===== config.mk =====
export PLATFORM = sky130hd
export DESIGN_NAME = stack_issue_ctrl_flat
export DESIGN_NICKNAME = d
export VERILOG_FILES = /design/src/rtl/stack_issue_if.sv /design/src/rtl/stack_issue_ctrl.sv /design/src/flat_wrapper.sv
export SDC_FILE = /design/constraint.sdc
export NUM_CORES = 1
export LEC_CHECK = 0
export BUFFER_PORTS_ARGS = -buffer_cell sky130_fd_sc_hd__buf_2
export CELL_PAD_IN_SITES_DETAIL_PLACEMENT = 1
export CELL_PAD_IN_SITES_GLOBAL_PLACEMENT = 1
export CORE_UTILIZATION = 30
export CTS_CLUSTER_SIZE = 8
export DETAILED_ROUTE_END_ITERATION = 10
export GPL_TIMING_DRIVEN = 0
export MAX_ROUTING_LAYER = met4
export PLACE_DENSITY = 0.73
export SLEW_MARGIN = 10
export SYNTH_ARGS = -nofsm -noshare
export SYNTH_HDL_FRONTEND = slang
export SYNTH_SLANG_ARGS = --single-unit

===== constraint.sdc =====
create_clock -name clk -period 7.2 [get_ports clk]
set_clock_uncertainty 0.2 [all_clocks]
set_input_delay 0.36 -clock clk [delete_from_list [all_inputs] [get_ports clk]]
set_output_delay 0.36 -clock clk [all_outputs]
set_load 0.05 [all_outputs]

===== src/rtl/stack_issue_if.sv =====
// Issue-stage <-> stack controller bundle.
// master: issue side (drives requests, push data, clr_fault; observes strobes/flags).
// slave : stack_issue_ctrl (consumes requests, drives strobes, wdata, stall, count, flags).
interface stack_issue_if #(
  parameter int unsigned CW = 11
);
  logic          req_push0;
  logic          req_pop0;
  logic          req_push1;
  logic          req_pop1;
  logic [31:0]   din0;
  logic [31:0]   din1;
  logic          clr_fault;
  logic          push0;
  logic          pop0;
  logic          push1;
  logic          pop1;
  logic [31:0]   wdata0;
  logic [31:0]   wdata1;
  logic          stall;
  logic [CW-1:0] count;
  logic          full;
  logic          empty;
  logic          fault;
  logic [1:0]    fault_code;

  modport master (
    output req_push0, req_pop0, req_push1, req_pop1, din0, din1, clr_fault,
    input  push0, pop0, push1, pop1, wdata0, wdata1, stall, count, full, empty,
           fault, fault_code
  );

  modport slave (
    input  req_push0, req_pop0, req_push1, req_pop1, din0, din1, clr_fault,
    output push0, pop0, push1, pop1, wdata0, wdata1, stall, count, full, empty,
           fault, fault_code
  );
endinterface


===== src/rtl/stack_issue_ctrl.sv =====
// Issue-stage controller for the dual-port hardware stack.
// Ports: clk, rst_n (async active-low), bus (stack_issue_if.slave):
//   req_push0/1, req_pop0/1, din0/1, clr_fault in;
//   push0/1, pop0/1, wdata0/1, stall (Mealy), count, full, empty,
//   fault, fault_code out.
// A legal pop0 paired with push1 is split: pop0 now (with stall), push1 next cycle.
module stack_issue_ctrl #(
  parameter int unsigned DEPTH = 1024,
  parameter int unsigned CW    = 11
) (
  input  logic          clk,
  input  logic          rst_n,
  stack_issue_if.slave  bus
);

  localparam logic [CW-1:0] DEPTH_C = CW'(DEPTH);
  localparam logic [1:0]    FC_UNF  = 2'b01;
  localparam logic [1:0]    FC_OVF  = 2'b10;
  localparam logic [1:0]    FC_ILL  = 2'b11;

  typedef enum logic [0:0] {IDLE = 1'b0, SPLIT = 1'b1} state_t;

  state_t        r_state;
  state_t        w_state_nxt;
  logic [CW-1:0] r_count;
  logic [CW-1:0] w_count_nxt;
  logic [CW-1:0] w_eff;
  logic          r_fault;
  logic [1:0]    r_fault_code;
  logic [31:0]   r_cap_data;

  logic          w_ill0, w_ill1;
  logic          w_p0, w_q0, w_p1, w_q1;
  logic          w_push0, w_pop0, w_push1, w_pop1;
  logic [31:0]   w_wdata0, w_wdata1;
  logic          w_stall, w_go_split;
  logic          w_err_ill, w_err_unf, w_err_ovf, w_err_any;
  logic [1:0]    w_err_code;

  // Per-slot request qualification: push+pop together cancels the slot.
  assign w_ill0 = bus.req_push0 & bus.req_pop0;
  assign w_ill1 = bus.req_push1 & bus.req_pop1;
  assign w_p0   = bus.req_push0 & ~w_ill0;
  assign w_q0   = bus.req_pop0  & ~w_ill0;
  assign w_p1   = bus.req_push1 & ~w_ill1;
  assign w_q1   = bus.req_pop1  & ~w_ill1;

  // State register.
  always_ff @(posedge clk or negedge rst_n) begin
    if (!rst_n) r_state <= IDLE;
    else        r_state <= w_state_nxt;
  end

  // Next-state logic.
  always_comb begin
    w_state_nxt = r_state;
    case (r_state)
      IDLE:    if (w_go_split) w_state_nxt = SPLIT;
      SPLIT:   w_state_nxt = IDLE;
      default: w_state_nxt = IDLE;
    endcase
  end

  // Output/decode logic: slot 0 resolved first, slot 1 against w_eff.
  always_comb begin
    w_push0    = 1'b0;
    w_pop0     = 1'b0;
    w_push1    = 1'b0;
    w_pop1     = 1'b0;
    w_wdata0   = bus.din0;
    w_wdata1   = bus.din1;
    w_stall    = 1'b0;
    w_go_split = 1'b0;
    w_err_ill  = 1'b0;
    w_err_unf  = 1'b0;
    w_err_ovf  = 1'b0;
    w_eff      = r_count;
    case (r_state)
      SPLIT: begin
        w_push1  = 1'b1;
        w_wdata1 = r_cap_data;
      end
      default: begin
        w_err_ill = w_ill0 | w_ill1;
        if (w_p0 && w_q1) begin
          // Bypass pair: net zero occupancy change, never faults.
          w_push0 = 1'b1;
          w_pop1  = 1'b1;
        end else begin
          if (w_q0) begin
            if (r_count == '0) w_err_unf = 1'b1;
            else begin
              w_pop0 = 1'b1;
              w_eff  = r_count - CW'(1);
            end
          end else if (w_p0) begin
            if (r_count == DEPTH_C) w_err_ovf = 1'b1;
            else begin
              w_push0 = 1'b1;
              w_eff   = r_count + CW'(1);
            end
          end
          if (w_q1) begin
            if (w_eff == '0) w_err_unf = 1'b1;
            else             w_pop1    = 1'b1;
          end else if (w_p1) begin
            if (w_pop0) begin
              w_go_split = 1'b1;
              w_stall    = 1'b1;
            end else if (w_eff == DEPTH_C) begin
              w_err_ovf = 1'b1;
            end else begin
              w_push1 = 1'b1;
            end
          end
        end
      end
    endcase
    if (!rst_n) begin
      w_push0    = 1'b0;
      w_pop0     = 1'b0;
      w_push1    = 1'b0;
      w_pop1     = 1'b0;
      w_wdata0   = '0;
      w_wdata1   = '0;
      w_stall    = 1'b0;
      w_go_split = 1'b0;
      w_err_ill  = 1'b0;
      w_err_unf  = 1'b0;
      w_err_ovf  = 1'b0;
    end
  end

  assign w_err_any  = w_err_ill | w_err_unf | w_err_ovf;
  assign w_err_code = w_err_ill ? FC_ILL : (w_err_unf ? FC_UNF : FC_OVF);
  assign w_count_nxt = r_count + CW'(w_push0) + CW'(w_push1)
                               - CW'(w_pop0)  - CW'(w_pop1);

  // Occupancy, sticky fault (first error wins, error beats clear), split capture.
  always_ff @(posedge clk or negedge rst_n) begin
    if (!rst_n) begin
      r_count      <= '0;
      r_fault      <= 1'b0;
      r_fault_code <= 2'b00;
      r_cap_data   <= '0;
    end else begin
      r_count <= w_count_nxt;
      if (w_err_any && (!r_fault || bus.clr_fault)) begin
        r_fault      <= 1'b1;
        r_fault_code <= w_err_code;
      end else if (bus.clr_fault) begin
        r_fault      <= 1'b0;
        r_fault_code <= 2'b00;
      end
      if (w_go_split) r_cap_data <= bus.din1;
    end
  end

  assign bus.push0      = w_push0;
  assign bus.pop0       = w_pop0;
  assign bus.push1      = w_push1;
  assign bus.pop1       = w_pop1;
  assign bus.wdata0     = w_wdata0;
  assign bus.wdata1     = w_wdata1;
  assign bus.stall      = w_stall;
  assign bus.count      = r_count;
  assign bus.full       = (r_count == DEPTH_C);
  assign bus.empty      = (r_count == '0);
  assign bus.fault      = r_fault;
  assign bus.fault_code = r_fault_code;

endmodule


===== src/flat_wrapper.sv =====
// flat-port wrapper written by rule: the top's interface ports become plain ports
module stack_issue_ctrl_flat 
#(
  parameter int unsigned DEPTH = 1024,
  parameter int unsigned CW    = 11
)
  (clk, rst_n, bus_req_push0, bus_req_pop0, bus_req_push1, bus_req_pop1, bus_din0, bus_din1, bus_clr_fault, bus_push0, bus_pop0, bus_push1, bus_pop1, bus_wdata0, bus_wdata1, bus_stall, bus_count, bus_full, bus_empty, bus_fault, bus_fault_code);
  stack_issue_if #(.CW(CW)) bus_i ();
  input  logic clk;
  input  logic rst_n;
  input wire logic [$bits(bus_i.req_push0)-1:0] bus_req_push0;
  input wire logic [$bits(bus_i.req_pop0)-1:0] bus_req_pop0;
  input wire logic [$bits(bus_i.req_push1)-1:0] bus_req_push1;
  input wire logic [$bits(bus_i.req_pop1)-1:0] bus_req_pop1;
  input wire logic [$bits(bus_i.din0)-1:0] bus_din0;
  input wire logic [$bits(bus_i.din1)-1:0] bus_din1;
  input wire logic [$bits(bus_i.clr_fault)-1:0] bus_clr_fault;
  output wire logic [$bits(bus_i.push0)-1:0] bus_push0;
  output wire logic [$bits(bus_i.pop0)-1:0] bus_pop0;
  output wire logic [$bits(bus_i.push1)-1:0] bus_push1;
  output wire logic [$bits(bus_i.pop1)-1:0] bus_pop1;
  output wire logic [$bits(bus_i.wdata0)-1:0] bus_wdata0;
  output wire logic [$bits(bus_i.wdata1)-1:0] bus_wdata1;
  output wire logic [$bits(bus_i.stall)-1:0] bus_stall;
  output wire logic [$bits(bus_i.count)-1:0] bus_count;
  output wire logic [$bits(bus_i.full)-1:0] bus_full;
  output wire logic [$bits(bus_i.empty)-1:0] bus_empty;
  output wire logic [$bits(bus_i.fault)-1:0] bus_fault;
  output wire logic [$bits(bus_i.fault_code)-1:0] bus_fault_code;
  assign bus_i.req_push0 = bus_req_push0;
  assign bus_i.req_pop0 = bus_req_pop0;
  assign bus_i.req_push1 = bus_req_push1;
  assign bus_i.req_pop1 = bus_req_pop1;
  assign bus_i.din0 = bus_din0;
  assign bus_i.din1 = bus_din1;
  assign bus_i.clr_fault = bus_clr_fault;
  assign bus_push0 = bus_i.push0;
  assign bus_pop0 = bus_i.pop0;
  assign bus_push1 = bus_i.push1;
  assign bus_pop1 = bus_i.pop1;
  assign bus_wdata0 = bus_i.wdata0;
  assign bus_wdata1 = bus_i.wdata1;
  assign bus_stall = bus_i.stall;
  assign bus_count = bus_i.count;
  assign bus_full = bus_i.full;
  assign bus_empty = bus_i.empty;
  assign bus_fault = bus_i.fault;
  assign bus_fault_code = bus_i.fault_code;
  stack_issue_ctrl #(.DEPTH(DEPTH), .CW(CW)) u_core (.clk(clk), .rst_n(rst_n), .bus(bus_i));
endmodule

### After elaboration in Yosys (flattened, before gate mapping)

Cells that the tools add are included.

* output and inout bits: 85
* input port bits: 71
* flip-flop bits (word level): 47
* logic and storage cells: 99

* eq/ne operators: 2
* reductions and logical operators: 7
* add/subtract/negate cells: 6
* bitwise logic cells: 12
* multiplexer cells: 67

Operators with widths (count)
* two-way mux 32 bit: 3
* two-way mux 11 bit: 6
* two-way mux 1 bit: 53
* adder 11 x 1 -> 11 bit: 2
* == test 11 bit, second input constant: 2
* zero test 11 bit: 2
* subtractor 11 x 1 -> 11 bit: 2
* adder 11 x 1 -> 11 bit, second input constant: 1
* subtractor 11 x 1 -> 11 bit, second input constant: 1
* two-way mux 2 bit: 4
* AND 1 bit: 6
* inverter 1 bit: 3
* OR 1 bit: 3
* logical AND 1 bit: 2
* case mux 1 bit (2 select lines): 1
* nonzero test 2 bit: 1
* zero test 1 bit: 1
* logical OR 1 bit: 1

### Logic depth before layout (Yosys ltp)

* word-level depth: 18
* depth in mapped cells: 27

### Worst setup path before layout

OpenSTA, ideal clock, no wires.

* path kind: reg2reg
* from: register u_core.r_count[0] (netlist: u_core.bus.count[0])
* to: register u_core.r_count[9] (netlist: u_core.bus.count[9])
* setup time: 0.079 ns
* arrival time: 6.294 ns
* path slack: 0.627 ns
* data required time: 6.921 ns
* clock period less this slack: 6.573 ns
* path buffers: 1
* stages on the path, launching flop included: 25
* cells stage by stage: dfrtp_1 > buf_6 > inv_1 > ha_1 > nand3_1 > nor2_2 > o21ai_1 > xnor2_1 > nor2_8 > nand3_4 > o21bai_1 > a21boi_0 > fa_1 > fa_1 > ha_1 > inv_1 > fa_1 > o21bai_1 > a21oi_1 > o21bai_1 > a21o_1 > a21oi_1 > nor2_1 > nor2_1 > xor2_1

* cells in the longest elaborated chain, start to end: 17

RTL lines
* start, declared: line stack_issue_ctrl.sv:25 `logic [CW-1:0] r_count;`
* start signal, assigned: line stack_issue_ctrl.sv:147 `r_count <= w_count_nxt;`
* == test 11 bit
* via bus_full: line flat_wrapper.sv:26 `output wire logic [$bits(bus_i.full)-1:0] bus_full;`
* two-way mux 11 bit: line stack_issue_ctrl.sv:97 `if (r_count == DEPTH_C) w_err_ovf = 1'b1;`
* two-way mux 11 bit: line stack_issue_ctrl.sv:96 `end else if (w_p0) begin`
* two-way mux 11 bit: line stack_issue_ctrl.sv:90 `if (w_q0) begin`
* two-way mux 11 bit: line stack_issue_ctrl.sv:85 `if (w_p0 && w_q1) begin`
* two-way mux 11 bit: line stack_issue_ctrl.sv:78 `case (r_state)`
* == test 11 bit: line stack_issue_ctrl.sv:110 `end else if (w_eff == DEPTH_C) begin`
* [3 not listed]
* two-way mux 1 bit: line stack_issue_ctrl.sv:103 `if (w_q1) begin`
* two-way mux 1 bit: line stack_issue_ctrl.sv:85
* two-way mux 1 bit: line stack_issue_ctrl.sv:78
* two-way mux 1 bit: line stack_issue_ctrl.sv:119 `if (!rst_n) begin`
* via bus_push1: line flat_wrapper.sv:20 `output wire logic [$bits(bus_i.push1)-1:0] bus_push1;`
* adder 11 x 1 -> 11 bit: line stack_issue_ctrl.sv:136 `assign w_count_nxt = r_count + CW'(w_push0) + CW'(w_push1)`
* subtractor 11 x 1 -> 11 bit (2 in series): line stack_issue_ctrl.sv:137 `- CW'(w_pop0) - CW'(w_pop1);`
* via u_core.w_count_nxt[9]: line stack_issue_ctrl.sv:26 `logic [CW-1:0] w_count_nxt;`

The timed path passes the listed nets, and every way through them passes these cells. The select of a mux whose other input is x is not followed.
A chain may end at the register's enable or synchronous reset.

### Worst setup path in the final report

* from: register u_core.r_count[0] (netlist: u_core.bus.count[0])
* to: register u_core.r_count[9] (netlist: u_core.bus.count[9])

* cells in the longest elaborated chain, start to end: 17

RTL lines (line)
* adder 11 x 1 -> 11 bit or == test 11 bit (tied branches): stack_issue_ctrl.sv:100, stack_issue_ctrl.sv:97
* two-way mux 11 bit: stack_issue_ctrl.sv:97
* two-way mux 11 bit: stack_issue_ctrl.sv:96
* two-way mux 11 bit: stack_issue_ctrl.sv:90
* two-way mux 11 bit: stack_issue_ctrl.sv:85
* two-way mux 11 bit: stack_issue_ctrl.sv:78
* == test 11 bit: stack_issue_ctrl.sv:110
* two-way mux 1 bit: stack_issue_ctrl.sv:110
* [2 not listed]
* two-way mux 1 bit: stack_issue_ctrl.sv:103
* two-way mux 1 bit: stack_issue_ctrl.sv:85
* two-way mux 1 bit: stack_issue_ctrl.sv:78
* two-way mux 1 bit: stack_issue_ctrl.sv:119
* adder 11 x 1 -> 11 bit: stack_issue_ctrl.sv:136
* subtractor 11 x 1 -> 11 bit: stack_issue_ctrl.sv:137
* subtractor 11 x 1 -> 11 bit *: stack_issue_ctrl.sv:137
* via u_core.w_count_nxt[9]: stack_issue_ctrl.sv:26

Mark *: on every way through the listed nets, which the timed path passes. The rest lies on a longest branch. The select of a mux whose other input is x is not followed.

==> metrics.md <==
| Metric | Value |
|---|---|
| Fin. Hold Viols | 0 |
| Gr ovfl total | 0 |
| Layout cells sized above 1 | 0.288 |
| Clock Latency Late Sink | 0.29 ns |
| Die height | 118 um |
| GP Congestion | 0.844 |
| Core Area | about 13,000 um2 |
| Outcome | finished clean |
| Vias in the first global route | 4,267 |
| Clock Sinks | 47 |
| Worst Path Max Fanout | 10 |
| Global-route wire length before repair | around 21,000 um |
| Cells after Synth | about 480 |
| Seq/Total Area, Yosys | 0.291 |
| # Max-Cap Violations | 0 |
| Min-delay worst type | primary input to flip-flop |
| DRT antenna net count | 0 |
| Routed length per instance | 15.4 um |
| Switching share of power | 0.503 |
| Sw Pwr | roughly 0.00082 W |
| Filler cells | 1,643 |
| P_int | roughly 0.00081 W |
| CTS tree | built |
| Slew Viols, Final | 0 |
| Number of flops mapped to enable cells by yosys | 0 |
| Die width | approximately 120 um |
| Multi-input gate area | 2620 um2 |
| Die Area | between 10,000 and 15,000 um2 |
| Area delta synth->final | 28.3% |
| I/O Buffers | 154 |
| Final Hold Slack | between 0.07 and 0.08 ns |
| Rows | 42 |
| Post-synthesis cell type count | 66 |
| Final Util | 0.393 |
| Asr flop ratio synth | 1.00 |
| Syn_area_per_cell | about 8.3 um2 |
| Yosys warns | 0 |
| Nets | 749 |
| Least-Margin Pin Slew | 0.787 ns |
| DRC viols | 0 |
| Crit end category | flip-flop |
| Crit share post-route | 0.811 |
| DRT Pass-1 Iters | 4 |
| Syn Std Cell Area | 4040 um2 |
| PD cells | between 300 and 400 nW/um2 |
| Reg area | 1180 um2 |
| Post-layout min period | 5.84 ns |
| Sequential fraction of design power | 0.277 |
| Total CTS buffers | 5 |
| WP data required | just over 7 ns |
| Dpl hpwl | ~10,000 um |
| Root buf cell | clkbuf_16 |
| Iteration-0 DRC Markers | 108 |
| Clock Power Share | 0.145 |
| PostCTS Resize Cnt | 0 |
| Vias/cell | between 4 and 5 |
| H-Tree Depth | 2 |
| Crit path arrival time | 5.86 ns |
| RSZ-0062 raised after global routing | no |
| Worst-case clock buffer depth | 2 |
| Final count of negative-setup-slack endpoints | 0 |
| Flops & latches, synth | 47 |
| Detailed-route wire length | 12,600 um |
| Vias | 4,019 |
| LEAKAGE | 2.61 nW |
| Power consumption | 0.00162 W |
| Slew HR | 0.475 |
| CP startpoint kind | flip-flop |
| Post-synthesis net count | 587 |
| Primary FF master, synth | dfrtp_1 |
| IO Pins | 156 |
| Global-route usage over all layers | 0.189 |
| Initial antenna violation count | 0 |
| Setup TNS | 0 ns |
| Critical path class | flip-flop to flip-flop |
| N_diodes | 0 |
| Initial Util | 0.306 |
| Logic pwr share | 0.578 |
| Peak supply drop | 147 uV |
| CTS clk-pin slew, worst paths | 0.07 ns |
| Largest net degree at the start of global routing | 52 |
| Fmax | 171 MHz |
cell families after synthesis:
logic type / Yosys count / share of synthesized area
simple gates: 245 / 0.332
xor+xnor: 13 / 0.0282
compound gates: 60 / 0.103
fa+ha+maj: 32 / 0.105
buf+inv: 54 / 0.0598
mux: 33 / 0.0817
flops: 47 / 0.291
cell usage in the layout, fill, tap and decap left out, types with 5 or more instances in the layout:
master and instances:
a21oi_1 9, and2_1 33, buf_2 153, clkbuf_1 17, clkbuf_16 5, dfrtp_1 47, ha_1 29, inv_1 28
mux2i_1 33, nand2_1 113, nand3_1 10, nor2_1 7, nor2b_1 39, nor4_1 6, o21ai_0 11, o21bai_1 6
xnor2_1 9
synth_stat cells (all sizes together) (3+ instances only):
library cell  instances  area [um2]
nand2               113         424
dfrtp                47        1180
nor2b                40         253
and2                 33         206
mux2i                33         330
ha                   29         363
inv                  29         114
clkbuf               17        63.8
nand3                13        95.1
o21ai                13        68.8
a21oi                 9        45.0
nor2                  9        52.6
xnor2                 9        78.8
buf                   8        63.8
and4                  6        60.1
nor4                  6        37.5
o21bai                6        45.0
a211oi                4        30.0
a21o                  4        30.0
o211ai                4        30.0
xor2                  4        35.0
fa                    3        60.1
nor3                  3        15.0
or4                   3        23.8
per-layer routing:
layer | GRT usage | part of all wire | vias to the layer above
met2 | 0.342 | 0.50 | 128
met4 | 0.0497 | 0.018 | 0
met1 | 0.212 | 0.43 | 1925
li1 | - | - | 1944
met5 | - | 0 | -
met3 | 0.0334 | 0.048 | 22
sequential cells by signal (all words and copies together) (netlist names):
register	count
u_core.bus.fault_code	2
u_core.r_state	1
u_core.bus.count	11
u_core.r_cap_data	32
u_core.bus.fault	1
critical path, cell delays in order (launching register included):
cell and delay [ns]:
dfrtp_1 0.47, buf_6 0.19, inv_1 0.08, ha_1 0.25, nand3_1 0.19, nor2_2 0.39
nor4b_1 0.31, or4_1 0.19, and4_4 0.25, nand3_4 0.10, o21ai_0 0.61, fa_1 0.54
fa_1 0.38, ha_1 0.20, inv_1 0.07, fa_1 0.20, o21bai_1 0.09, a21oi_1 0.26
o21bai_1 0.11, a21o_1 0.22, a21oi_1 0.16, nor2_1 0.06, nor2_1 0.11, xor2_1 0.15
stage by stage:
| step | worst slack (ns) | cells | instance area, um2 |
|---|---|---|---|
| final | 1.36 | 822 | 5180 |
| after global routing | 0.973 | 822 | 5180 |
| after CTS | 1.38 | 821 | 5170 |
| after detailed placement | 1.42 | 814 | 5030 |
| after global placement | 1.52 | 814 | 5030 |
| after floorplan | 0.627 | 484 | 4040 |
cell type report:
type	count	area share
Buffer	25	0.0246
Clock buffer	5	0.0241
Clock inverter	2	0.00266
Multi-Input combinational cell	383	0.506
Tap cell	176	0.0425
Inverter	29	0.0220
Timing Repair Buffer	155	0.151
Sequential cell	47	0.227
power groups by stage:
stage	clock network, W	logic (W)	registers, W
5_1_grt	0.000253	0.00104	0.000464
2_1_floorplan	0	0.000606	0.000542
6_report	0.000236	0.000940	0.000450
4_1_cts	0.000242	0.000947	0.000451
3_5_place_dp	0	0.000941	0.000456
3_3_place_gp	0	0.000903	0.000450
repair_timing:
action	in CTS	in global routing
hold buffers	0	1
endpoints found under the hold margin	0	47
buffers inserted	0	0
final timing paths:
| check | from | to | slack (ns) | cells past startpoint |
|---|---|---|---|---|
| max in group asynchronous | rst_n | u_core.r_cap_data[18] | 5.90 | 2 |
| min reg2reg | u_core.r_cap_data[14] | u_core.r_cap_data[14] | 0.27 | 2 |
| min in group asynchronous | rst_n | u_core.r_cap_data[26] | 0.45 | 2 |
| max | u_core.bus.count[0] | u_core.bus.count[9] | 1.36 | 23 |
| max reg2reg | u_core.bus.count[0] | u_core.bus.count[9] | 1.36 | 23 |
| min | bus_din1[19] | u_core.r_cap_data[19] | 0.07 | 3 |
(Power assumes the default switching activity.)
